### src/rtl/alu_mult_secuenciador.sv
// alu_mult_secuenciador: shift-add WIDTHxWIDTH unsigned multiplier sequenced over the shared ALU adder
//   clk, reset (async, active-high)
//   inicio, multiplicando, multiplicador : start request and operands, captured in IDLE or DONE
//   alu_operador1/2, alu_selector, alu_resultado : drive/capture of the shared ALU (add only)
//   producto_hi/lo : 2*WIDTH product, held until the next accepted start
//   ocupado : high in the WIDTH iteration cycles; listo : one-cycle done pulse
module alu_mult_secuenciador #(
   parameter int WIDTH = 32,
   parameter logic [3:0] SEL_ADD = 4'b0010,
   parameter logic [3:0] SEL_IDLE = 4'b0000
) (
   input  logic             clk,
   input  logic             reset,
   input  logic             inicio,
   input  logic [WIDTH-1:0] multiplicando,
   input  logic [WIDTH-1:0] multiplicador,
   output logic [WIDTH-1:0] alu_operador1,
   output logic [WIDTH-1:0] alu_operador2,
   output logic [3:0]       alu_selector,
   input  logic [WIDTH-1:0] alu_resultado,
   output logic [WIDTH-1:0] producto_hi,
   output logic [WIDTH-1:0] producto_lo,
   output logic             ocupado,
   output logic             listo
);
   localparam int CW = $clog2(WIDTH) + 1;
   typedef enum logic [1:0] {IDLE, CALC, DONE} state_t;
   state_t state_q, state_d;
   logic [WIDTH-1:0] m_q, m_d, p_hi_q, p_hi_d, p_lo_q, p_lo_d;
   logic [CW-1:0] cnt_q, cnt_d;
   logic carry;
   // The ALU has no carry-out; an unsigned sum that wrapped is smaller than either addend.
   assign carry = alu_resultado < p_hi_q;
   always_ff @(posedge clk or posedge reset) begin
      if (reset) begin
         state_q <= IDLE;
         m_q <= '0;
         p_hi_q <= '0;
         p_lo_q <= '0;
         cnt_q <= '0;
      end else begin
         state_q <= state_d;
         m_q <= m_d;
         p_hi_q <= p_hi_d;
         p_lo_q <= p_lo_d;
         cnt_q <= cnt_d;
      end
   end
   always_comb begin
      state_d = state_q;
      m_d = m_q;
      p_hi_d = p_hi_q;
      p_lo_d = p_lo_q;
      cnt_d = cnt_q;
      alu_operador1 = '0;
      alu_operador2 = '0;
      alu_selector = SEL_IDLE;
      if (state_q == CALC) begin
         alu_operador1 = p_hi_q;
         alu_operador2 = p_lo_q[0] ? m_q : '0;
         alu_selector = SEL_ADD;
         // {carry, sum, P_lo} >> 1: the multiplier bit just consumed falls off the bottom.
         p_hi_d = {carry, alu_resultado[WIDTH-1:1]};
         p_lo_d = {alu_resultado[0], p_lo_q[WIDTH-1:1]};
         cnt_d = cnt_q + CW'(1);
         state_d = (cnt_q == CW'(WIDTH - 1)) ? DONE : CALC;
      end else if (inicio) begin
         m_d = multiplicando;
         p_hi_d = '0;
         p_lo_d = multiplicador;
         cnt_d = '0;
         state_d = CALC;
      end else begin
         state_d = IDLE;
      end
   end
   assign producto_hi = p_hi_q;
   assign producto_lo = p_lo_q;
   assign ocupado = (state_q == CALC);
   assign listo = (state_q == DONE);
endmodule

### config.mk
export PLATFORM = sky130hd
export DESIGN_NAME = alu_mult_secuenciador
export DESIGN_NICKNAME = d
export VERILOG_FILES = /design/src/rtl/alu_mult_secuenciador.sv
export SDC_FILE = /design/constraint.sdc
export NUM_CORES = 1
export LEC_CHECK = 0
export CAP_MARGIN = 40
export CORE_ASPECT_RATIO = 0.7
export CORE_MARGIN = 5
export CORE_UTILIZATION = 43
export CTS_BUF_LIST = sky130_fd_sc_hd__clkbuf_16
export CTS_CLUSTER_SIZE = 8
export DETAILED_ROUTE_END_ITERATION = 8
export HOLD_SLACK_MARGIN = 0.08
export PLACE_DENSITY = 0.83
export REMOVE_ABC_BUFFERS = 1
export SLEW_MARGIN = 0
export SYNTH_ARGS = -nofsm -noshare
export SYNTH_HDL_FRONTEND = slang
export SYNTH_SLANG_ARGS = --single-unit
### constraint.sdc
create_clock -name clk -period 4.3 [get_ports clk]
set_input_delay 0.86 -clock clk [delete_from_list [all_inputs] [get_ports clk]]
set_output_delay 0.86 -clock clk [all_outputs]
set_load 0.005 [all_outputs]
==> impl_metrics.csv <==
group,metric,value,unit
yosys,synth-compound-area-share,11.1,%
cells_and_area,layout_common_cells,"clkdlybuf4s50_1, dfrtp_1, nand2_1, o21ai_0, nor2_1",
critical_path,start_kind,"register",
power,ir_worst_vdd,0.000313,V
cts,clk_latency,340,ps
sta,fin_worst_skew,7.17,ps
global_route,grt_max_degree,67,
yosys,synth.distinct_cells,40,
floorplanning,initial_core_util,43.7,%
cells_and_area,area_growth,48.5,%
yosys,synth-seq-cells,104,
job,maxCapViolations,0,
drt,drtAntennaViolNets,0,
yosys,synth_seq_area_share,48.1,%
critical_path,r2r_slack,1510,ps
cells_and_area,final_common_cell,"clkdlybuf4s50_1",
global_route,grt_overflow,0,
global_route,grt_pass1_wl,25200,µm
hold_path,hold_path_end,"state_q[1]",
sta,tns,0,ps
yosys,syn_inst,542,
power,p_switching,1.47,mW
place,dp.cells,902,
power,combinationalPowerShare,45.0,%
cts,htreeDepth,3,
yosys,synth.area.mux_share,12.6,%
floorplanning,die_x,144,µm
cts,cts-hold-fix-buffers,0,
critical_path,rr_worst_depth,7,
hold_path,hp-class,"register to register",
drt,firstDrtPassIters,7,
cts,post_cts_buffers,0,
sta,rsz0062_at_grt,"no",
drt,vias_per_cell,5.17,
sta,fmax,306,MHz
yosys,synth_top_family_by_area,"simple AND/OR/NAND/NOR gates",
global_route,grt.total_usage,20.7,%
yosys,synth-edff-count,0,
cells_and_area,nets,882,
run_status,status,"completed",
cts,clockBufferDepth,2,
sta,setup_ws,1040,ps
sta,tightest_slew,832,ps
critical_path,critPathArrivalTime,2400,ps
cts,cts_resized,0,
sta,whs,489,ps
critical_path,cp.required,3440,ps
power,power.density,549,nW/µm²
yosys,synth_fa_ha_area_share,7.39,%
yosys,yosys_warnings,0,
yosys,synthSimpleGateAreaFrac,14.6,%
cells_and_area,fill_cells,972,
yosys,syn_area,5420,µm²
cells_and_area,drive_above_1_share,7.80,%
floorplanning,rows,34,
place,portBuffers,229,
yosys,synth_xor_area_share,0.162,%
floorplanning,dieHeight,104,µm
sta,hold_viol,0,
cts,cts_tree,"built",
drt,vias,4743,
place,place_ws,1390,ps
critical_path,rr_endpoint,"producto_hi[31]",
floorplanning,ios,233,
global_route,grt_pass1_vias,5010,
cts,cts_made_buffers,9,
drt,wl_per_cell,17.2,µm
sta,final.min_clock_period,3260,ps
place,globalplace.congestion,0.863,
hold_path,hp-start,"cnt_q[5]",
critical_path,crit_type,"register to primary output",
place,hpwlAfterDp,11900,µm
drt,routed_wl,15800,µm
power,p_sw_share,33.3,%
cells_and_area,antenna_cells,0,
power,p_seq_share,37.7,%
floorplanning,core-area,12400,µm²
yosys,synthArstFlopShare,100,%
power,pwr-share-clk,17.3,%
drt,drtIter0Drc,223,
sta,period_share,75.9,%
power,intPower,2.94,mW
power,leakagePower,3.74,nW
global_route,grt_antenna_before_repair,0,
drt,drc,0,
cts,cts_num_sinks,104,
critical_path,cp_max_fo,66,
cells_and_area,stdcell_count,918,
hold_path,hold_depth,1,
cts,path_clk_slew,70,ps
cts,clockRootBuffer,"clkbuf_16",
critical_path,timing.rr.start,"state_q[1]",
yosys,synthFlopType,"dfrtp_1",
sta,setup_violations,0,
critical_path,endpoint_kind,"primary output",
sta,final_max_slew_viol_count,0,
yosys,synth.avg_cell_area,9.99,µm²
sta,slew_headroom,44.5,%
floorplanning,die-area,15000,µm²
power by group through the flow:
stage          clock [mW]  combinational (mW)  sequential (mW)
2_1_floorplan           0               0.822             1.61
5_1_grt             0.823                2.18             1.72
3_3_place_gp            0                1.93             1.65
4_1_cts             0.781                2.01             1.66
6_report            0.765                1.98             1.66
3_5_place_dp            0                2.00             1.67
final cells by class:
cell class                      instances  area (µm²)  share of cell area (%)
Clock buffer                            9         225                    2.80
Multi-Input combinational cell        367        2490                    31.0
Inverter                               33         129                    1.60
Timing Repair Buffer                  236        2340                    29.1
Sequential cell                       104        2600                    32.4
Clock inverter                          7        47.5                   0.591
Tap cell                              162         203                    2.52
worst max-delay path, cell delays in order (launching register included):
cell             delay (ps)
dfrtp_1                 380
nand2b_4                360
inv_4                   530
and3_1                  240
clkdlybuf4s50_1         510
cell families after synthesis:
kind of cell | after synthesis
compound gates | 97
simple gates | 170
buf+inv | 73
other cells | 1
mux | 64
xor+xnor | 1
fa+ha+maj | 32
flops | 104
Yosys cell counts, types with 3 or more instances:
library cell / n / share of area, %
dfrtp_1: 104 / 48
nand2_1: 79 / 5.5
o21ai_0: 43 / 4.0
nor2_1: 34 / 2.4
and3_1: 32 / 3.7
ha_1: 32 / 7.4
inv_1: 32 / 2.2
mux2_2: 32 / 6.7
mux2i_1: 32 / 5.9
o31ai_1: 30 / 4.2
buf_2: 19 / 1.8
clkbuf_1: 12 / 0.83
a21oi_1: 11 / 1.0
buf_4: 6 / 0.83
nand3_1: 5 / 0.46
nand4_1: 4 / 0.46
and4_1: 3 / 0.49
nor3_1: 3 / 0.28
metrics by stage:
step / total power [mW] / utilization, % / instance area [µm²]
after detailed placement: 3.67 / 62.7 / 7770
final: 4.41 / 64.9 / 8040
after global routing: 4.72 / 64.9 / 8040
after global placement: 3.57 / 62.7 / 7770
after floorplan: 2.43 / - / 5220
after CTS: 4.46 / 64.9 / 8040
routing by layer:
layer | vias to the layer above | part of all wire (%) | track usage (%) | routed length, µm
li1 | 2286 | - | - | -
met1 | 2260 | 42 | 25.9 | 6600
met2 | 162 | 48 | 33.9 | 7560
met3 | 35 | 7.8 | 6.89 | 1240
met4 | 0 | 2.7 | 6.52 | 426
met5 | - | 0 | 0 | 0
worst max path at each step:
stage	startpoint	end	slack, ps	cells after the start
after CTS	state_q[1]	alu_operador2[16]	1020	4
after detailed placement	state_q[1]	alu_operador2[16]	1390	4
after global routing	state_q[1]	alu_operador2[2]	870	4
after floorplan	reset	cnt_q[0]	710	1
after global placement	state_q[1]	alu_operador2[4]	1500	4
final	state_q[1]	alu_operador2[16]	1040	4
flip-flops by register name (all words and copies together) (netlist names):
name         count
producto_hi     32
m_q             32
producto_lo     32
cnt_q            6
state_q          2
Note: power is estimated with default switching activity, not from simulation.
